--- src/rtl/pins_pkg.sv ---
// Shared types, widths and the friction helper for the pin physics sequencer.
package pins_pkg;

    localparam int unsigned NUM_PINS = 10;
    localparam int unsigned PX_W     = 11;
    localparam int unsigned PY_W     = 10;
    localparam int unsigned VEL_W    = 16;
    localparam int unsigned IDX_W    = 4;
    localparam int unsigned DIV_W    = 8;

    typedef logic signed [15:0] vel_t;
    typedef logic [10:0]        px_t;
    typedef logic [9:0]         py_t;

    typedef enum logic [1:0] {IDLE, SCAN, ISSUE} seq_state_t;

    // Pull a velocity component toward zero by f without crossing zero.
    function automatic vel_t apply_friction(input vel_t v, input vel_t f);
        vel_t r;
        if (v > f) begin
            r = v - f;
        end else if (v < -f) begin
            r = v + f;
        end else begin
            r = '0;
        end
        return r;
    endfunction

endpackage

--- src/rtl/pin_hit_check.sv ---
// Combinational square hit-box test between the ball and one pin.
module pin_hit_check
    import pins_pkg::*;
#(
    parameter int unsigned HIT_RADIUS = 16
) (
    input  logic [PX_W-1:0] ball_x_i,
    input  logic [PY_W-1:0] ball_y_i,
    input  logic [PX_W-1:0] pin_x_i,
    input  logic [PY_W-1:0] pin_y_i,
    output logic            hit_c_o
);

    logic signed [11:0] dx;
    logic signed [11:0] dy;
    logic        [11:0] adx;
    logic        [11:0] ady;

    always_comb begin
        dx      = $signed({1'b0, ball_x_i}) - $signed({1'b0, pin_x_i});
        dy      = $signed({2'b0, ball_y_i}) - $signed({2'b0, pin_y_i});
        adx     = dx[11] ? 12'(-dx) : 12'(dx);
        ady     = dy[11] ? 12'(-dy) : 12'(dy);
        hit_c_o = (adx < 12'(HIT_RADIUS)) && (ady < 12'(HIT_RADIUS));
    end

endmodule

--- src/rtl/pin_physics_sequencer.sv ---
// Per-frame scheduler: scans all pins through one shared hit checker, updates
// sticky hits and velocities, then pulses valid_out once per physics step.
module pin_physics_sequencer
    import pins_pkg::*;
#(
    parameter int unsigned HIT_RADIUS    = 16,
    parameter int unsigned FRICTION      = 2,
    parameter int unsigned STEP_DIV      = 1,
    parameter int unsigned SCREEN_WIDTH  = 1024,
    parameter int unsigned SCREEN_HEIGHT = 768
) (
    input  logic          clk_in,
    input  logic          rst_in,
    input  logic          frame_in,
    input  logic          clear_in,
    input  logic [10:0]   ball_x_in,
    input  logic [9:0]    ball_y_in,
    input  logic [15:0]   ball_vx_in,
    input  logic [15:0]   ball_vy_in,
    input  logic [109:0]  pins_x_in,
    input  logic [99:0]   pins_y_in,
    output logic          valid_out,
    output logic [9:0]    pins_hit_out,
    output logic [159:0]  pins_vx_out,
    output logic [159:0]  pins_vy_out,
    output logic [3:0]    knocked_out,
    output logic          busy_out,
    output logic          overrun_out
);

    localparam vel_t FRIC = vel_t'(FRICTION);

    seq_state_t           state_q, state_d;
    logic [IDX_W-1:0]     idx_q, idx_d;
    logic [DIV_W-1:0]     div_q, div_d;
    logic                 clr_pend_q, clr_pend_d;
    px_t                  bx_q, bx_d;
    py_t                  by_q, by_d;
    vel_t                 bvx_q, bvx_d, bvy_q, bvy_d;
    logic [NUM_PINS-1:0]  hit_q, hit_d;
    vel_t                 vx_q [NUM_PINS];
    vel_t                 vx_d [NUM_PINS];
    vel_t                 vy_q [NUM_PINS];
    vel_t                 vy_d [NUM_PINS];
    logic                 valid_q, valid_d;
    logic                 busy_q, busy_d;
    logic                 overrun_q, overrun_d;
    logic [3:0]           knocked_q, knocked_d;

    px_t                  pin_x [NUM_PINS];
    py_t                  pin_y [NUM_PINS];
    logic                 hit_sel_c;
    logic [3:0]           down_cnt_c;

    for (genvar g = 0; g < int'(NUM_PINS); g++) begin : g_pin
        assign pin_x[g] = pins_x_in[g*PX_W +: PX_W];
        assign pin_y[g] = pins_y_in[g*PY_W +: PY_W];
        assign pins_vx_out[g*VEL_W +: VEL_W] = vx_q[g];
        assign pins_vy_out[g*VEL_W +: VEL_W] = vy_q[g];
    end

    pin_hit_check #(
        .HIT_RADIUS (HIT_RADIUS)
    ) u_hit_check (
        .ball_x_i (bx_q),
        .ball_y_i (by_q),
        .pin_x_i  (pin_x[idx_q]),
        .pin_y_i  (pin_y[idx_q]),
        .hit_c_o  (hit_sel_c)
    );

    // Pins down: already hit or pushed off the visible screen.
    always_comb begin
        down_cnt_c = '0;
        for (int i = 0; i < int'(NUM_PINS); i++) begin
            if (hit_q[i] || (pin_x[i] >= 11'(SCREEN_WIDTH)) || (pin_y[i] >= 10'(SCREEN_HEIGHT))) begin
                down_cnt_c = down_cnt_c + 4'd1;
            end
        end
    end

    always_comb begin
        state_d    = state_q;
        idx_d      = idx_q;
        div_d      = div_q;
        clr_pend_d = clr_pend_q;
        bx_d       = bx_q;
        by_d       = by_q;
        bvx_d      = bvx_q;
        bvy_d      = bvy_q;
        hit_d      = hit_q;
        vx_d       = vx_q;
        vy_d       = vy_q;
        valid_d    = 1'b0;
        overrun_d  = overrun_q;
        knocked_d  = knocked_q;

        case (state_q)
            IDLE: begin
                // A clear (live or deferred) wins over a same-cycle frame.
                if (clear_in || clr_pend_q) begin
                    hit_d      = '0;
                    vx_d       = '{default: '0};
                    vy_d       = '{default: '0};
                    knocked_d  = '0;
                    div_d      = '0;
                    clr_pend_d = 1'b0;
                end else if (frame_in) begin
                    if (div_q == DIV_W'(STEP_DIV - 1)) begin
                        div_d   = '0;
                        idx_d   = '0;
                        state_d = SCAN;
                        bx_d    = ball_x_in;
                        by_d    = ball_y_in;
                        bvx_d   = vel_t'(ball_vx_in);
                        bvy_d   = vel_t'(ball_vy_in);
                    end else begin
                        div_d = div_q + DIV_W'(1);
                    end
                end
            end
            SCAN: begin
                if (frame_in) overrun_d  = 1'b1;
                if (clear_in) clr_pend_d = 1'b1;
                if (hit_q[idx_q]) begin
                    vx_d[idx_q] = apply_friction(vx_q[idx_q], FRIC);
                    vy_d[idx_q] = apply_friction(vy_q[idx_q], FRIC);
                end else if (hit_sel_c) begin
                    hit_d[idx_q] = 1'b1;
                    vx_d[idx_q]  = bvx_q >>> 1;
                    vy_d[idx_q]  = bvy_q >>> 1;
                end
                if (idx_q == IDX_W'(NUM_PINS - 1)) begin
                    state_d = ISSUE;
                    valid_d = 1'b1;
                end else begin
                    idx_d = idx_q + IDX_W'(1);
                end
            end
            ISSUE: begin
                if (frame_in) overrun_d  = 1'b1;
                if (clear_in) clr_pend_d = 1'b1;
                knocked_d = down_cnt_c;
                state_d   = IDLE;
            end
            default: state_d = IDLE;
        endcase

        busy_d = (state_d != IDLE);
    end

    always_ff @(posedge clk_in) begin
        if (rst_in) begin
            state_q    <= IDLE;
            idx_q      <= '0;
            div_q      <= '0;
            clr_pend_q <= 1'b0;
            bx_q       <= '0;
            by_q       <= '0;
            bvx_q      <= '0;
            bvy_q      <= '0;
            hit_q      <= '0;
            vx_q       <= '{default: '0};
            vy_q       <= '{default: '0};
            valid_q    <= 1'b0;
            busy_q     <= 1'b0;
            overrun_q  <= 1'b0;
            knocked_q  <= '0;
        end else begin
            state_q    <= state_d;
            idx_q      <= idx_d;
            div_q      <= div_d;
            clr_pend_q <= clr_pend_d;
            bx_q       <= bx_d;
            by_q       <= by_d;
            bvx_q      <= bvx_d;
            bvy_q      <= bvy_d;
            hit_q      <= hit_d;
            vx_q       <= vx_d;
            vy_q       <= vy_d;
            valid_q    <= valid_d;
            busy_q     <= busy_d;
            overrun_q  <= overrun_d;
            knocked_q  <= knocked_d;
        end
    end

    assign valid_out    = valid_q;
    assign pins_hit_out = hit_q;
    assign knocked_out  = knocked_q;
    assign busy_out     = busy_q;
    assign overrun_out  = overrun_q;

endmodule
--- config.mk ---
export PLATFORM = sky130hd
export DESIGN_NAME = pin_physics_sequencer
export DESIGN_NICKNAME = d
export VERILOG_FILES = /design/src/rtl/pins_pkg.sv /design/src/rtl/pin_hit_check.sv /design/src/rtl/pin_physics_sequencer.sv
export SDC_FILE = /design/constraint.sdc
export NUM_CORES = 1
export LEC_CHECK = 0
export BUFFER_PORTS_ARGS = -buffer_cell sky130_fd_sc_hd__buf_2
export CORE_MARGIN = 2
export CORE_UTILIZATION = 31
export DETAILED_ROUTE_END_ITERATION = 8
export GPL_TIMING_DRIVEN = 0
export SLEW_MARGIN = 20
export SYNTH_ARGS = -nofsm -noshare
export SYNTH_HDL_FRONTEND = slang
export SYNTH_SLANG_ARGS = --single-unit
--- constraint.sdc ---
create_clock -name clk_in -period 6.2 [get_ports clk_in]
set_input_delay 0.62 -clock clk_in [delete_from_list [all_inputs] [get_ports clk_in]]
set_output_delay 0.62 -clock clk_in [all_outputs]
set_load 0.05 [all_outputs]
Word level (Yosys, flattened, before mapping)
Cells that the tools add are included.
- register bits: 405
- add/subtract/negate cells: 19
- magnitude comparators: 30
- muxes and demuxes: 72
- eq/ne operators: 12
- reduce and logical (&&, ||, !) cells: 41
- bitwise operators: 4
- operators with widths (kind ; number):
    $mux W160 ; 5
    $bwmux W160 ; 4
    $pmux W160 S2 ; 2
    $mux W16 ; 13
    $bmux W16 S4 ; 2
    $ge A11 B11 Y1 const B ; 10
    $ge A10 B10 Y1 const B ; 10
    $demux W16 S4 ; 1
    $mux W4 ; 14
    $mux W10 ; 5
    $bmux W11 S4 ; 1
    $add A4 B1 Y4 const B ; 10
    $bmux W10 S4 ; 1
    $add A16 B3 Y16 const B ; 2
    $gt A16 B3 Y1 const B ; 2
    $lt A16 B2 Y1 const B ; 2
    $sub A16 B3 Y16 const B ; 2
    $lt A12 B5 Y1 const B ; 2
    $mux W12 ; 2
    $mux W8 ; 3
    $neg A12 Y12 ; 2
    $mux W11 ; 2
    $logic_or A1 B1 Y1 ; 21
    $pmux W10 S2 ; 1
    32 further kinds ; 59

Logic depth before layout (Yosys ltp)
- word-level depth: 23
- gate-level depth with buffers: 27

Modules after synthesis
Synthesis repeated with hierarchy kept, for this count alone.
- cell total of the unflattened synthesis: 2346
- area total of the unflattened synthesis: 21413.0 um^2
- by module, submodules not included (module ; cells an instance ; area an instance (um^2) ; sequential area each (um^2) ; instances):
    pin_physics_sequencer ; 2165 ; 20083.0 ; 8067.7 ; 1
    pin_hit_check ; 181 ; 1330.0 ; 0.0 ; 1

Worst setup path after synthesis
No wires, ideal clock.
- path kind: register to register
- from: register idx_q[0]
- to: register vx_q (netlist bit pins_vx_out[141])
- required time: 6130 ps
- path buffers: 11
- clock period less this slack: 6520 ps
- stages on the path, launching flop included: 27
- arrival: 6450 ps
- setup slack: -320 ps
- path through: dfxtp_1 > buf_6 > buf_12 > buf_12 > buf_6 > buf_6 > buf_4 > buf_1 > clkbuf_1 > buf_1 > mux2i_1 > o22ai_1 > ha_1 > inv_1 > fa_1 > a211oi_1 > o21ai_0 > a31o_2 > a21oi_1 > xor2_1 > nor4b_1 > o211ai_1 > o21ai_0 > buf_2 > buf_2 > or3b_2 > a21oi_1
- cells in the longest elaborated chain, start to end: 12
- elaborated cells on any way between the ends: 41
- those cells by class: add/sub: 6; order compare: 6; eq/ne: 1; mux: 24; bitwise: 1; reduce/logical: 3
- ends and longest elaborated chain (element ; RTL line ; RTL):
    from (decl) ; pin_physics_sequencer.sv:34 ; logic [IDX_W-1:0] idx_q, idx_d;
    from (signal assigned) ; pin_physics_sequencer.sv:171 ; idx_q <= idx_d;
    parallel branches: the longest is 12 deep, another holds $sub A11 B11 Y12 ; - ;
    to (signal assigned) ; pin_physics_sequencer.sv:179 ; vx_q <= vx_d;
    to (decl) ; pin_physics_sequencer.sv:41 ; vel_t vx_q [NUM_PINS];
Several ways; the timed one is not identified. The select of a mux whose other input is x is not followed.
A chain may end at the register's enable or synchronous reset.

Worst setup path after layout
- from: register idx_q[1]
- to: register vy_q (netlist bit pins_vy_out[39])
- cells in the longest elaborated chain, start to end: 12
- elaborated cells on any way between the ends: 41
- those cells by class: add/sub: 6; order compare: 6; eq/ne: 1; mux: 24; bitwise: 1; reduce/logical: 3
- ends and longest elaborated chain (element ; RTL line ; RTL):
    parallel branches: the longest is 12 deep, another holds $sub A11 B11 Y12 ; - ;
    to (signal assigned) ; pin_physics_sequencer.sv:180 ; vy_q <= vy_d;
    to (decl) ; pin_physics_sequencer.sv:43 ; vel_t vy_q [NUM_PINS];
Several ways; the timed one is not identified. The select of a mux whose other input is x is not followed.

==> qor.txt <==
SYNTHESIS
--------------------------------------------------------------------------------
Share of synthesized cell area in and, or, nand and nor gates             13.76%
Xor/xnor cell area share of the yosys netlist                             1.922%
Area contributors post-synth                                        sky130_fd_sc_hd__dfxtp_1 (36%), sky130_fd_sc_hd__mux4_2 (8.3%), sky130_fd_sc_hd__o2bb2ai_1 (5.0%)
Distinct cell type count of the synthesized netlist                          114
Portion of netlist area occupied by mux cells                             15.95%
Yosys top cell area share                                                 35.93%
Synth Flop Type                                                     sky130_fd_sc_hd__dfxtp_1
Synthesized area per cell                                              9.713 um2
Number of synthesized flops with an enable pin                                 0
Cell taking the most area after synthesis                           sky130_fd_sc_hd__dfxtp_1
Proportion of synthesized chip area in sequential cells                   35.93%
Number of register bits inferred by synthesis                                403
Largest family of logic cells by synthesized area                   compound AO/OA/AOI/OAI gates
Gate Count Post-Synth                                                       2312
Number of nets in the synthesized netlist                                   2627
Adder-Cell Fraction of Synth Area                                         2.741%
Area of the mapped netlist                                             22460 um2
Post-synth ARST share                                                         0%
Warnings, synthesis                                                            0
Fraction of the mapped netlist area in compound gates                     25.11%

STA
--------------------------------------------------------------------------------
Post-route clock period utilization                                       97.34%
Slew Viols, Final                                                              0
Slew at the pin closest to its max-slew limit                           1.190 ns
Relative max-transition margin                                            20.66%
Fin Clk Skew                                                          0.04689 ns
RSZ-0062 raised after global routing                                          no
Final setup fails                                                              0
Final setup slack of the worst path                                    0.1651 ns
Minimum clock period                                                    6.035 ns
Final Hold Violating Endpoints                                                 0
Highest attainable clock frequency                                    0.1657 GHz

CLOCKING
--------------------------------------------------------------------------------
Worst-Skew Late Latency                                                  0.62 ns
CTS tree                                                                    done
Clock sinks                                                                  403
TritonCTS Buffers                                                             45
Root Driver                                                         sky130_fd_sc_hd__clkbuf_16
Deepest level of the CTS H-tree                                                2
Clk pin slew, worst setup/hold paths                                     0.06 ns
Max Buffers Root-to-Sink                                                       3

GLOBAL ROUTE
--------------------------------------------------------------------------------
Total overflow reported by the global router                                   0
Wire length of the first global-routing pass                            166.2 mm
Gr usage total                                                            30.54%
Maximum number of pins on one net before global-route repair                  29
Via count of the first global-routing pass                                 22413
Antenna violations before repair                                               3

JOB
--------------------------------------------------------------------------------
Number of violations of the max-capacitance limit                              0

ROUTING
--------------------------------------------------------------------------------
Initial drt markers                                                         2961
Wire length after detailed routing                                      119.1 mm
First-pass detailed-route iteration total                                      7
Post-route DRC                                                                 0
Avg Vias per Cell                                                          6.084
Antenna violation net count after detailed routing                             0
Avg WL per Cell                                                         30.18 um
Via count                                                                  24009

FLOORPLANNING
--------------------------------------------------------------------------------
Number of rows in the core area                                               98
Initial Utilization                                                       31.36%
Die Wd                                                                  273.1 um
Area of the core region                                                71610 um2
Die Height                                                              273.1 um
Ports placed on the boundary                                                 604
Die footprint                                                          74610 um2

FINAL LAYOUT
--------------------------------------------------------------------------------
Fill cells                                                                  7278
Fraction of final layout cells with drive strength greater than 1         33.68%
Nets                                                                        3274
Layout area overhead                                                      29.05%

CRITICAL PATH
--------------------------------------------------------------------------------
Arr. time, crit path                                                     6.58 ns
Startpoint type of the worst setup path                                 register
CP Data Required Time                                                    6.75 ns
Type of the worst setup path                                          reg -> reg
Crit. End Element                                                       register
Biggest fanout along the worst timing path                                    28

PLACEMENT
--------------------------------------------------------------------------------
HPWL reported at the end of detailed placement                          94.27 mm
Dpl ws                                                                 -3.434 ns
Number of I/O port buffers                                                   600
Final weighted congestion of routability-driven global placement           1.014

POWER AND IR DROP
--------------------------------------------------------------------------------
P_leak                                                                  11.80 nW
Overall power of the completed layout                                   6.559 mW
Worst voltage drop across the vdd grid                                 0.2137 mV
PD cells                                                            226.3 nW/um2

OUTCOME
--------------------------------------------------------------------------------
Outcome                                                             complete, no violations

HOLD PATH
--------------------------------------------------------------------------------
Worst Hold Class                                                       in -> reg

[cell usage in the layout (no fill, tap or decap), types with 20 or more instances in the layout]
master and count:
sky130_fd_sc_hd__o22ai_1 24, sky130_fd_sc_hd__o21ai_0 66, sky130_fd_sc_hd__nor2_1 91, sky130_fd_sc_hd__xnor2_1 35, sky130_fd_sc_hd__nand4_1 20, sky130_fd_sc_hd__mux2_2 32
sky130_fd_sc_hd__nand2_1 181, sky130_fd_sc_hd__dfxtp_1 401, sky130_fd_sc_hd__and3_1 32, sky130_fd_sc_hd__o22a_1 25, sky130_fd_sc_hd__clkbuf_16 46, sky130_fd_sc_hd__ha_1 45
sky130_fd_sc_hd__a21oi_1 165, sky130_fd_sc_hd__nand3_1 117, sky130_fd_sc_hd__o211ai_1 22, sky130_fd_sc_hd__nor3_1 32, sky130_fd_sc_hd__mux2i_1 102, sky130_fd_sc_hd__o2bb2ai_1 127
sky130_fd_sc_hd__clkbuf_1 86, sky130_fd_sc_hd__buf_2 617, sky130_fd_sc_hd__clkbuf_4 20, sky130_fd_sc_hd__a22o_1 67, sky130_fd_sc_hd__a32o_1 67, sky130_fd_sc_hd__inv_1 46
sky130_fd_sc_hd__mux4_2 83
[final timing paths]
kind,from,endpoint,slack [ns],depth (start not counted)
hold / removal,ball_vy_in[5],bvy_q[5]$_SDFFE_PP0P_,0.26,3
hold reg to reg,bx_q[9]$_SDFFE_PP0P_,bx_q[9]$_SDFFE_PP0P_,0.46,2
setup reg to reg,idx_q[1]$_SDFFE_PP0P_,pins_vy_out[39]$_SDFFE_PP0P_,0.17,23
setup / recovery,idx_q[1]$_SDFFE_PP0P_,pins_vy_out[39]$_SDFFE_PP0P_,0.17,23
[worst max-delay path, cell delays in order (launching register included)]
cell and delay [ns]:
sky130_fd_sc_hd__dfxtp_2 0.37, sky130_fd_sc_hd__clkbuf_4 0.22, sky130_fd_sc_hd__buf_4 0.25, sky130_fd_sc_hd__clkinvlp_4 0.21, sky130_fd_sc_hd__nand3_2 0.24, sky130_fd_sc_hd__buf_6 0.28
sky130_fd_sc_hd__clkbuf_2 0.26, sky130_fd_sc_hd__o22ai_2 0.34, sky130_fd_sc_hd__ha_2 0.25, sky130_fd_sc_hd__inv_1 0.05, sky130_fd_sc_hd__fa_1 0.44, sky130_fd_sc_hd__a21o_1 0.20
sky130_fd_sc_hd__a211oi_2 0.29, sky130_fd_sc_hd__a41oi_1 0.09, sky130_fd_sc_hd__o31ai_2 0.33, sky130_fd_sc_hd__o211ai_1 0.22, sky130_fd_sc_hd__o211a_1 0.31, sky130_fd_sc_hd__o211ai_1 0.17
sky130_fd_sc_hd__buf_4 0.24, sky130_fd_sc_hd__nor3_2 0.09, sky130_fd_sc_hd__nor3_2 0.31, sky130_fd_sc_hd__clkbuf_4 0.35, sky130_fd_sc_hd__clkbuf_4 0.30, sky130_fd_sc_hd__o2bb2ai_1 0.13
[flip-flops by register name, indices dropped and copies added, names as in the netlist]
register and flops:
busy_out 1, bvx_q 15, bvy_q 15, bx_q 11, by_q 10, clr_pend_q 1, div_q 8, idx_q 4
knocked_out 4, overrun_out 1, pins_hit_out 10, pins_vx_out 160, pins_vy_out 160, state_q 2, valid_out 1
[power by group]
part | switching (mW) | internal [mW] | total (mW)
registers | 0.0168 | 2.61 | 2.62
clock network | 1.22 | 1.58 | 2.80
logic | 0.706 | 0.431 | 1.14
[cell families (layout without fill, tap and decap cells)]
| group | count (synthesis) | after routing |
|---|---|---|
| AOI/OAI and AO/OA | 738 | 738 |
| xor gates and xnor gates | 46 | 46 |
| adders and majority gates | 48 | 48 |
| buffers and inverters | 234 | 915 |
| DFF | 403 | 403 |
| muxes | 235 | 235 |
| other | 0 | 3 |
| and+or+nand+nor | 608 | 608 |
[stage by stage]
step	util, %	hold slack, ns	area [um2]	std cells	setup TNS [ns]
after floorplan	-	0.4357	22460	2312	0
after global placement	37.22	0.4455	26650	3862	-915.07
after detailed placement	37.30	0.4543	26710	3865	-922.73
after CTS	40.10	0.2474	28720	3938	0
after global routing	40.46	0.2629	28980	3944	0
final	40.47	0.2622	28980	3946	0
[final cells by class]
class | count | area (um2) | share of cell area, %
diodes | 3 | 7.507 | 0.02590
multi-input cells | 1675 | 13770 | 47.50
well taps | 950 | 1189 | 4.102
flip-flops and latches | 403 | 8070 | 27.85
repair buffers | 614 | 3124 | 10.78
clock buffers | 62 | 1270 | 4.382
plain buffers | 172 | 1121 | 3.868
inverters | 48 | 183.9 | 0.6347
clock inverters | 19 | 249.0 | 0.8592
[layer usage]
| metal | GRT usage [%] | vias up | routed length (um) |
|---|---|---|---|
| met5 | 0 | - | 0 |
| met4 | 11.99 | 0 | 5245 |
| met3 | 8.382 | 289 | 14000 |
| met2 | 45.96 | 1493 | 51020 |
| met1 | 41.31 | 11899 | 48840 |
| li1 | - | 10328 | - |
[cells in the mapped netlist, types with 20 or more instances]
cell                        number
sky130_fd_sc_hd__dfxtp_1       403
sky130_fd_sc_hd__nand2_1       181
sky130_fd_sc_hd__a21oi_1       172
sky130_fd_sc_hd__clkbuf_1      132
sky130_fd_sc_hd__nand3_1       127
sky130_fd_sc_hd__o2bb2ai_1     127
sky130_fd_sc_hd__mux2i_1       106
sky130_fd_sc_hd__nor2_1         92
sky130_fd_sc_hd__mux4_2         83
sky130_fd_sc_hd__o21ai_0        68
sky130_fd_sc_hd__a22o_1         67
sky130_fd_sc_hd__a32o_1         67
sky130_fd_sc_hd__inv_1          47
sky130_fd_sc_hd__ha_1           46
sky130_fd_sc_hd__nor3_1         44
sky130_fd_sc_hd__xnor2_1        36
sky130_fd_sc_hd__and3_1         32
sky130_fd_sc_hd__mux2_2         32
sky130_fd_sc_hd__o22a_1         25
sky130_fd_sc_hd__o22ai_1        25
sky130_fd_sc_hd__buf_2          23
sky130_fd_sc_hd__o211ai_1       22
sky130_fd_sc_hd__nand4_1        20
[repair_timing]
item                                    4_1_cts  5_1_grt
resized for setup                           163       62
pin swaps                                     5        8
endpoints found under the setup margin      330      309
hold buffers                                  0        0
buffers inserted                              4        7
Note: power is estimated with default switching activity, not from simulation.
